**config.mk**
```make
export PLATFORM = sky130hd
export DESIGN_NAME = mem_access_bridge
export DESIGN_NICKNAME = d
export VERILOG_FILES = /design/src/rtl/mem_access_bridge.sv
export SDC_FILE = /design/constraint.sdc
export NUM_CORES = 1
export LEC_CHECK = 0
export ABC_AREA = 1
export BUFFER_PORTS_ARGS = -buffer_cell sky130_fd_sc_hd__buf_2
export CAP_MARGIN = 20
export CORE_UTILIZATION = 30
export CTS_CLUSTER_SIZE = 25
export DETAILED_ROUTE_END_ITERATION = 12
export PLACE_DENSITY = 0.58
export SETUP_SLACK_MARGIN = 0.1
export SKIP_LAST_GASP = 1
export SYNTH_ARGS = -nofsm -noshare
export SYNTH_HDL_FRONTEND = slang
export SYNTH_SLANG_ARGS = --single-unit
```
**constraint.sdc**
```tcl
create_clock -name clk -period 1.8 [get_ports clk]
set_input_delay 0.54 -clock clk [delete_from_list [all_inputs] [get_ports clk]]
set_output_delay 0.54 -clock clk [all_outputs]
set_load 0.02 [all_outputs]
```
**src/rtl/mem_access_bridge.sv**
```systemverilog
// mem_access_bridge: memory-stage bridge between the EX/MEM register and a
// multi-cycle valid/ready data bus. One load/store becomes one bus
// transaction. The pipeline stalls until the response (or a watchdog
// timeout) and then receives size-extracted, sign/zero-extended load data.
// Optional build macro: MEM_ALIGN_CHECK_EN. When it is defined, misaligned
// half/word accesses are rejected with a misalign_fault pulse. When it is
// not defined, such accesses are silently aligned down.
module mem_access_bridge #(
  parameter int unsigned TIMEOUT_CYCLES = 255
) (
  input  logic        clk,
  input  logic        rst,
  input  logic        MemRead,
  input  logic        MemWrite,
  input  logic [31:0] Address,
  input  logic [31:0] Write_data,
  input  logic [2:0]  funct3,
  output logic [31:0] Read_data,
  output logic        mem_stall,
  output logic        bus_req_valid,
  input  logic        bus_req_ready,
  output logic        bus_we,
  output logic [31:0] bus_addr,
  output logic [31:0] bus_wdata,
  output logic [3:0]  bus_wstrb,
  input  logic        bus_rsp_valid,
  input  logic [31:0] bus_rdata,
  output logic        bus_error,
  output logic        misalign_fault
);

  localparam logic [15:0] TIMEOUT_W = 16'(TIMEOUT_CYCLES);

  typedef enum logic [1:0] {IDLE, REQ, WAIT, RESP} state_t;

  state_t      state_q;
  logic [15:0] cnt_q;
  logic [1:0]  off_q;
  logic [2:0]  f3_q;
  logic        we_q;
  logic        valid_q;
  logic [31:0] addr_q;
  logic [31:0] wdata_q;
  logic [3:0]  wstrb_q;
  logic [31:0] rdata_q;
  logic        err_q;
  logic        fault_q;
  logic        misalign_hit;

  // Replicate store data across the lanes the byte enables select.
  function automatic logic [31:0] lane_wdata(input logic [31:0] wd, input logic [2:0] f3);
    case (f3[1:0])
      2'b00:   return {4{wd[7:0]}};
      2'b01:   return {2{wd[15:0]}};
      default: return wd;
    endcase
  endfunction

  // Byte enables; a read never asserts any strobe.
  function automatic logic [3:0] lane_wstrb(input logic [1:0] off, input logic [2:0] f3,
                                            input logic we);
    if (!we) return 4'b0000;
    case (f3[1:0])
      2'b00:   return 4'b0001 << off;
      2'b01:   return off[1] ? 4'b1100 : 4'b0011;
      default: return 4'b1111;
    endcase
  endfunction

  // Pick the addressed byte/half out of the bus word and extend it.
  // funct3[2] selects zero-extension (lbu/lhu).
  function automatic logic [31:0] extract_load(input logic [31:0] w, input logic [1:0] off,
                                               input logic [2:0] f3);
    logic [7:0]  b;
    logic [15:0] h;
    case (off)
      2'b00:   b = w[7:0];
      2'b01:   b = w[15:8];
      2'b10:   b = w[23:16];
      default: b = w[31:24];
    endcase
    h = off[1] ? w[31:16] : w[15:0];
    case (f3[1:0])
      2'b00:   return f3[2] ? {24'b0, b} : {{24{b[7]}}, b};
      2'b01:   return f3[2] ? {16'b0, h} : {{16{h[15]}}, h};
      default: return w;
    endcase
  endfunction

`ifdef MEM_ALIGN_CHECK_EN
  // Halfwords must be 2-byte aligned, words 4-byte aligned.
  function automatic logic is_misaligned(input logic [1:0] off, input logic [2:0] f3);
    case (f3[1:0])
      2'b00:   return 1'b0;
      2'b01:   return off[0];
      default: return off != 2'b00;
    endcase
  endfunction

  assign misalign_hit = is_misaligned(Address[1:0], funct3);
`else
  assign misalign_hit = 1'b0;
`endif

  // The hold comes from the live request in IDLE, so the detect cycle
  // already freezes the earlier pipeline stages.
  assign mem_stall = ((state_q == IDLE) && (MemRead || MemWrite)) ||
                     (state_q == REQ) || (state_q == WAIT);

  assign Read_data      = rdata_q;
  assign bus_req_valid  = valid_q;
  assign bus_we         = we_q;
  assign bus_addr       = addr_q;
  assign bus_wdata      = wdata_q;
  assign bus_wstrb      = wstrb_q;
  assign bus_error      = err_q;
  assign misalign_fault = fault_q;

  // Access FSM: latch the request, handshake it, wait with a watchdog, then release.
  always_ff @(posedge clk or negedge rst) begin
    if (!rst) begin
      state_q <= IDLE;
      cnt_q   <= '0;
      off_q   <= '0;
      f3_q    <= '0;
      we_q    <= 1'b0;
      valid_q <= 1'b0;
      addr_q  <= '0;
      wdata_q <= '0;
      wstrb_q <= '0;
      rdata_q <= '0;
      err_q   <= 1'b0;
      fault_q <= 1'b0;
    end else begin
      err_q   <= 1'b0;
      fault_q <= 1'b0;
      case (state_q)
        IDLE: begin
          if (MemRead || MemWrite) begin
            if (misalign_hit) begin
              // Rejected access: no bus traffic, loads return zero.
              state_q <= RESP;
              fault_q <= 1'b1;
              if (!MemWrite) rdata_q <= '0;
            end else begin
              state_q <= REQ;
              valid_q <= 1'b1;
              we_q    <= MemWrite;
              addr_q  <= {Address[31:2], 2'b00};
              off_q   <= Address[1:0];
              f3_q    <= funct3;
              wdata_q <= lane_wdata(Write_data, funct3);
              wstrb_q <= lane_wstrb(Address[1:0], funct3, MemWrite);
            end
          end
        end
        REQ: begin
          if (bus_req_ready) begin
            valid_q <= 1'b0;
            cnt_q   <= '0;
            state_q <= WAIT;
          end
        end
        WAIT: begin
          // A response arriving on the timeout cycle still wins.
          if (bus_rsp_valid) begin
            state_q <= RESP;
            if (!we_q) rdata_q <= extract_load(bus_rdata, off_q, f3_q);
          end else if (cnt_q + 16'd1 == TIMEOUT_W) begin
            state_q <= RESP;
            err_q   <= 1'b1;
            rdata_q <= '0;
          end else begin
            cnt_q <= cnt_q + 16'd1;
          end
        end
        RESP: state_q <= IDLE;
        default: state_q <= IDLE;
      endcase
    end
  end

endmodule

```
==> results.sh <==
export IMPL_crit_chain="ha_4 -> nand3_4 -> inv_4 -> nand2_2 -> nor2_1 -> nand2_1 -> nand2_2 -> nand3_2 -> nor2_4 -> nand3_4 -> buf_12 -> nand2_1 -> nand2_1 -> nand2_1"
export IMPL_hp_class="in2async"
export IMPL_cts_made_buffers=17
export IMPL_cp_num_buf_inv=2
export IMPL_cp_depth=14
export IMPL_grt_total_usage=0.199
export IMPL_critPathRequiredTime_ns=2.16
export IMPL_path_common_cell="nand2_1"
export IMPL_top_usage_layer="met2"
export IMPL_die_h_um=147
export IMPL_synthesis_area_mm2=0.00628
export IMPL_wl_per_cell_um=15.0
export IMPL_final_nets=1224
export IMPL_viasPerCell=4.74
export IMPL_critPathLaunchType="register"
export IMPL_dp_hpwl_um=15100
export IMPL_drt_iter0_markers=345
export IMPL_worst_pin_slew_ns=0.523
export IMPL_power_density_mw_per_mm2=1660
export IMPL_stdcell_count=1397
export IMPL_design_area_mm2=0.00928
export IMPL_synth_seq_cells=124
export IMPL_first_pass_iters=4
export IMPL_synth_cells=829
export IMPL_postRouteAntennaNets=0
export IMPL_worst_r2r_endpoint="Read_data[9]$_DFFE_PN0P_"
export IMPL_cpPeakStageDelay_ns=0.41
export IMPL_status="finished, violations left"
export IMPL_violations="negative setup slack"
export IMPL_syn_to_final_growth_pct=47.7
export IMPL_endpoint_kind="register"
export IMPL_drt_total_wl_um=20900
export IMPL_num_io_pins=210
export IMPL_vdd_drop_max_uv=914
export IMPL_clock_sinks=124
export IMPL_route_detailed_drc=0
export IMPL_synthFlopType="dfrtp_1"
export IMPL_grt_antenna_before_repair=0
export IMPL_initial_core_util=0.309
export IMPL_setup_worst_path_class="reg2reg"
export IMPL_grt_start_max_net_pins=44
export IMPL_path_clk_slew_ns=0.06
export IMPL_syn_area_per_cell_um2=7.58
export IMPL_clock_fmax_mhz=483
export IMPL_dieArea_mm2=0.0215
export IMPL_cts_tree="built"
export IMPL_maxSlewViolCount=0
export IMPL_cp_endpoint="Read_data[9]$_DFFE_PN0P_"
export IMPL_holdBufCountCts=0
export IMPL_setup_violations_final=52
export IMPL_clk_latency_ns=0.42
export IMPL_layout_min_cycle_time_ns=2.07
export IMPL_setup_tns_ns=-12.02
export IMPL_reg2reg_depth=14
export IMPL_die_width_um=147
export IMPL_slew_headroom=0.652
export IMPL_overflow=0
export IMPL_critPathTopFamily="simple AND/OR/NAND/NOR gates"
export IMPL_crit_arrival_ns=2.43
export IMPL_grt_setup_unrepaired="yes"
export IMPL_place_congestion=0.853
export IMPL_row_count=52
export IMPL_drv_cap=0
export IMPL_design_core_area_mm2=0.0204
export IMPL_reg2reg_from="cnt_q[0]$_DFFE_PN0P_"
export IMPL_post_route_period_util=1.15
export IMPL_critical_path_peak_fanout=17
export IMPL_grt_pass1_vias=6537
export IMPL_root_buffer="clkbuf_16"
export IMPL_crit_start="cnt_q[0]$_DFFE_PN0P_"
export IMPL_leakagePower_uw=0.00502
export IMPL_use_met1=0.265
export IMPL_dp_cells=1345
export IMPL_grt_use_met2=0.310
export IMPL_finalHoldViolations=0
export IMPL_drive_above_1_share=0.352
export IMPL_use_met3=0.0578
export IMPL_synth_async_reset_ratio=1.00
export IMPL_ys_seq_area_frac=0.494
export IMPL_fin_ws_ns=-0.270
export IMPL_cp_slowest_cell="dfrtp_1"
export IMPL_synth_warnings=0
export IMPL_postPlaceCellArea_mm2=0.00818
export IMPL_hold_ws_ns=0.0977
export IMPL_ff2ff_setup_slack_ns=-0.27
export IMPL_synth_edf_count=0
export IMPL_port_buffers=206
export IMPL_vias=6615
export IMPL_synthDistinctLibCells=32
export IMPL_cts_buffer_depth=2
export IMPL_fin_skew_ns=0.00668
export IMPL_htree_levels=4
export IMPL_num_antenna_cells=0
export IMPL_grt_pass1_wl_um=33900
## synth_stat cells, types with 4 or more instances
master	count	area, um2
nand4_1	16	100
o221ai_1	4	35.0
nor2_1	36	135
o21ai_0	40	200
nand3_1	72	360
inv_1	40	150
nand3_2	4	40.0
clkbuf_1	29	109
inv_2	5	18.8
buf_2	4	20.0
nand2_1	366	1370
ha_1	5	62.6
a22o_1	7	61.3
o211ai_1	24	180
dfrtp_1	124	3100
a21oi_1	24	120
## cell usage in the layout, fill, tap and decap left out, types with 24 or more instances in the layout
cell and count:
dfrtp_1 122, nand3_1 68, o21ai_0 38, nand2_1 350, buf_4 75, a21oi_1 24, nor2_1 28, buf_2 204
inv_1 37, o211ai_1 24
## sequential cells by signal (all words and copies together), names as in the netlist
name / flops
Read_data: 32
bus_addr: 30
bus_error: 1
bus_req_valid: 1
bus_wdata: 32
bus_we: 1
bus_wstrb: 4
cnt_q: 16
f3_q: 3
off_q: 2
state_q: 2
## per-layer routing
layer / part of all wire / vias up / wire length (um)
met5: 0 / - / 0
met2: 0.47 / 216 / 9750
li1: - / 3270 / -
met1: 0.45 / 3105 / 9480
met4: 0.016 / 0 / 326
met3: 0.065 / 24 / 1360
## worst reg2reg max path, delay by kind of cell (launching register included)
kind	cells	cell delay, ns
buffers and inverters	2	0.31
and+or+nand+nor	11	1.09
DFF	1	0.41
adders and majority gates	1	0.19
## report_power, final
part	switching, uW	internal (uW)
clock network	1350	1930
registers	694	3930
logic	4680	2760
## cells by family (layout without fill, tap and decap cells)
group                      Yosys count  count (layout)  synth area share
other                                1               3          0.000597
DFF                                124             124             0.494
AOI/OAI and AO/OA                  103             103            0.0992
and+or+nand+nor                    508             510             0.340
adders and majority gates            5               5           0.00996
buffers and inverters               88             382            0.0564
## metrics by stage
stage	util	setup slack, ns	total power (uW)
6_report	0.456	-0.270	15400
5_1_grt	0.456	-0.433	16400
4_1_cts	0.448	-0.245	15100
3_5_place_dp	0.402	-0.316	11300
3_3_place_gp	0.401	-0.595	11200
2_1_floorplan	-	-0.144	8650
## layout make-up
cell class,count,area (um2)
Fill cell,2035,11100
Inverter,48,194
Timing Repair inverter,2,13.8
Multi-Input combinational cell,621,3120
Tap cell,270,338
Timing Repair Buffer,300,1950
Clock inverter,14,121
Sequential cell,124,3110
Clock buffer,18,439
## worst min path at each step
stage | startpoint | cells past startpoint | end
global placement | bus_addr[8]$_DFFE_PN0P_ | 2 | bus_addr[8]$_DFFE_PN0P_
floorplan | rst | 0 | Read_data[0]$_DFFE_PN0P_
finish | rst | 1 | Read_data[29]$_DFFE_PN0P_
detailed placement | bus_addr[28]$_DFFE_PN0P_ | 2 | bus_addr[28]$_DFFE_PN0P_
global route | rst | 1 | Read_data[16]$_DFFE_PN0P_
CTS | rst | 1 | Read_data[29]$_DFFE_PN0P_
## repair_timing
item | 4_1_cts | 5_1_grt
buffers inserted | 12 | 1
pin swaps | 6 | 9
gates resized for setup | 56 | 24
setup endpoints to repair | 92 | 119
cloned | 5 | 2
No activity file was read; power rests on OpenSTA's default activity.
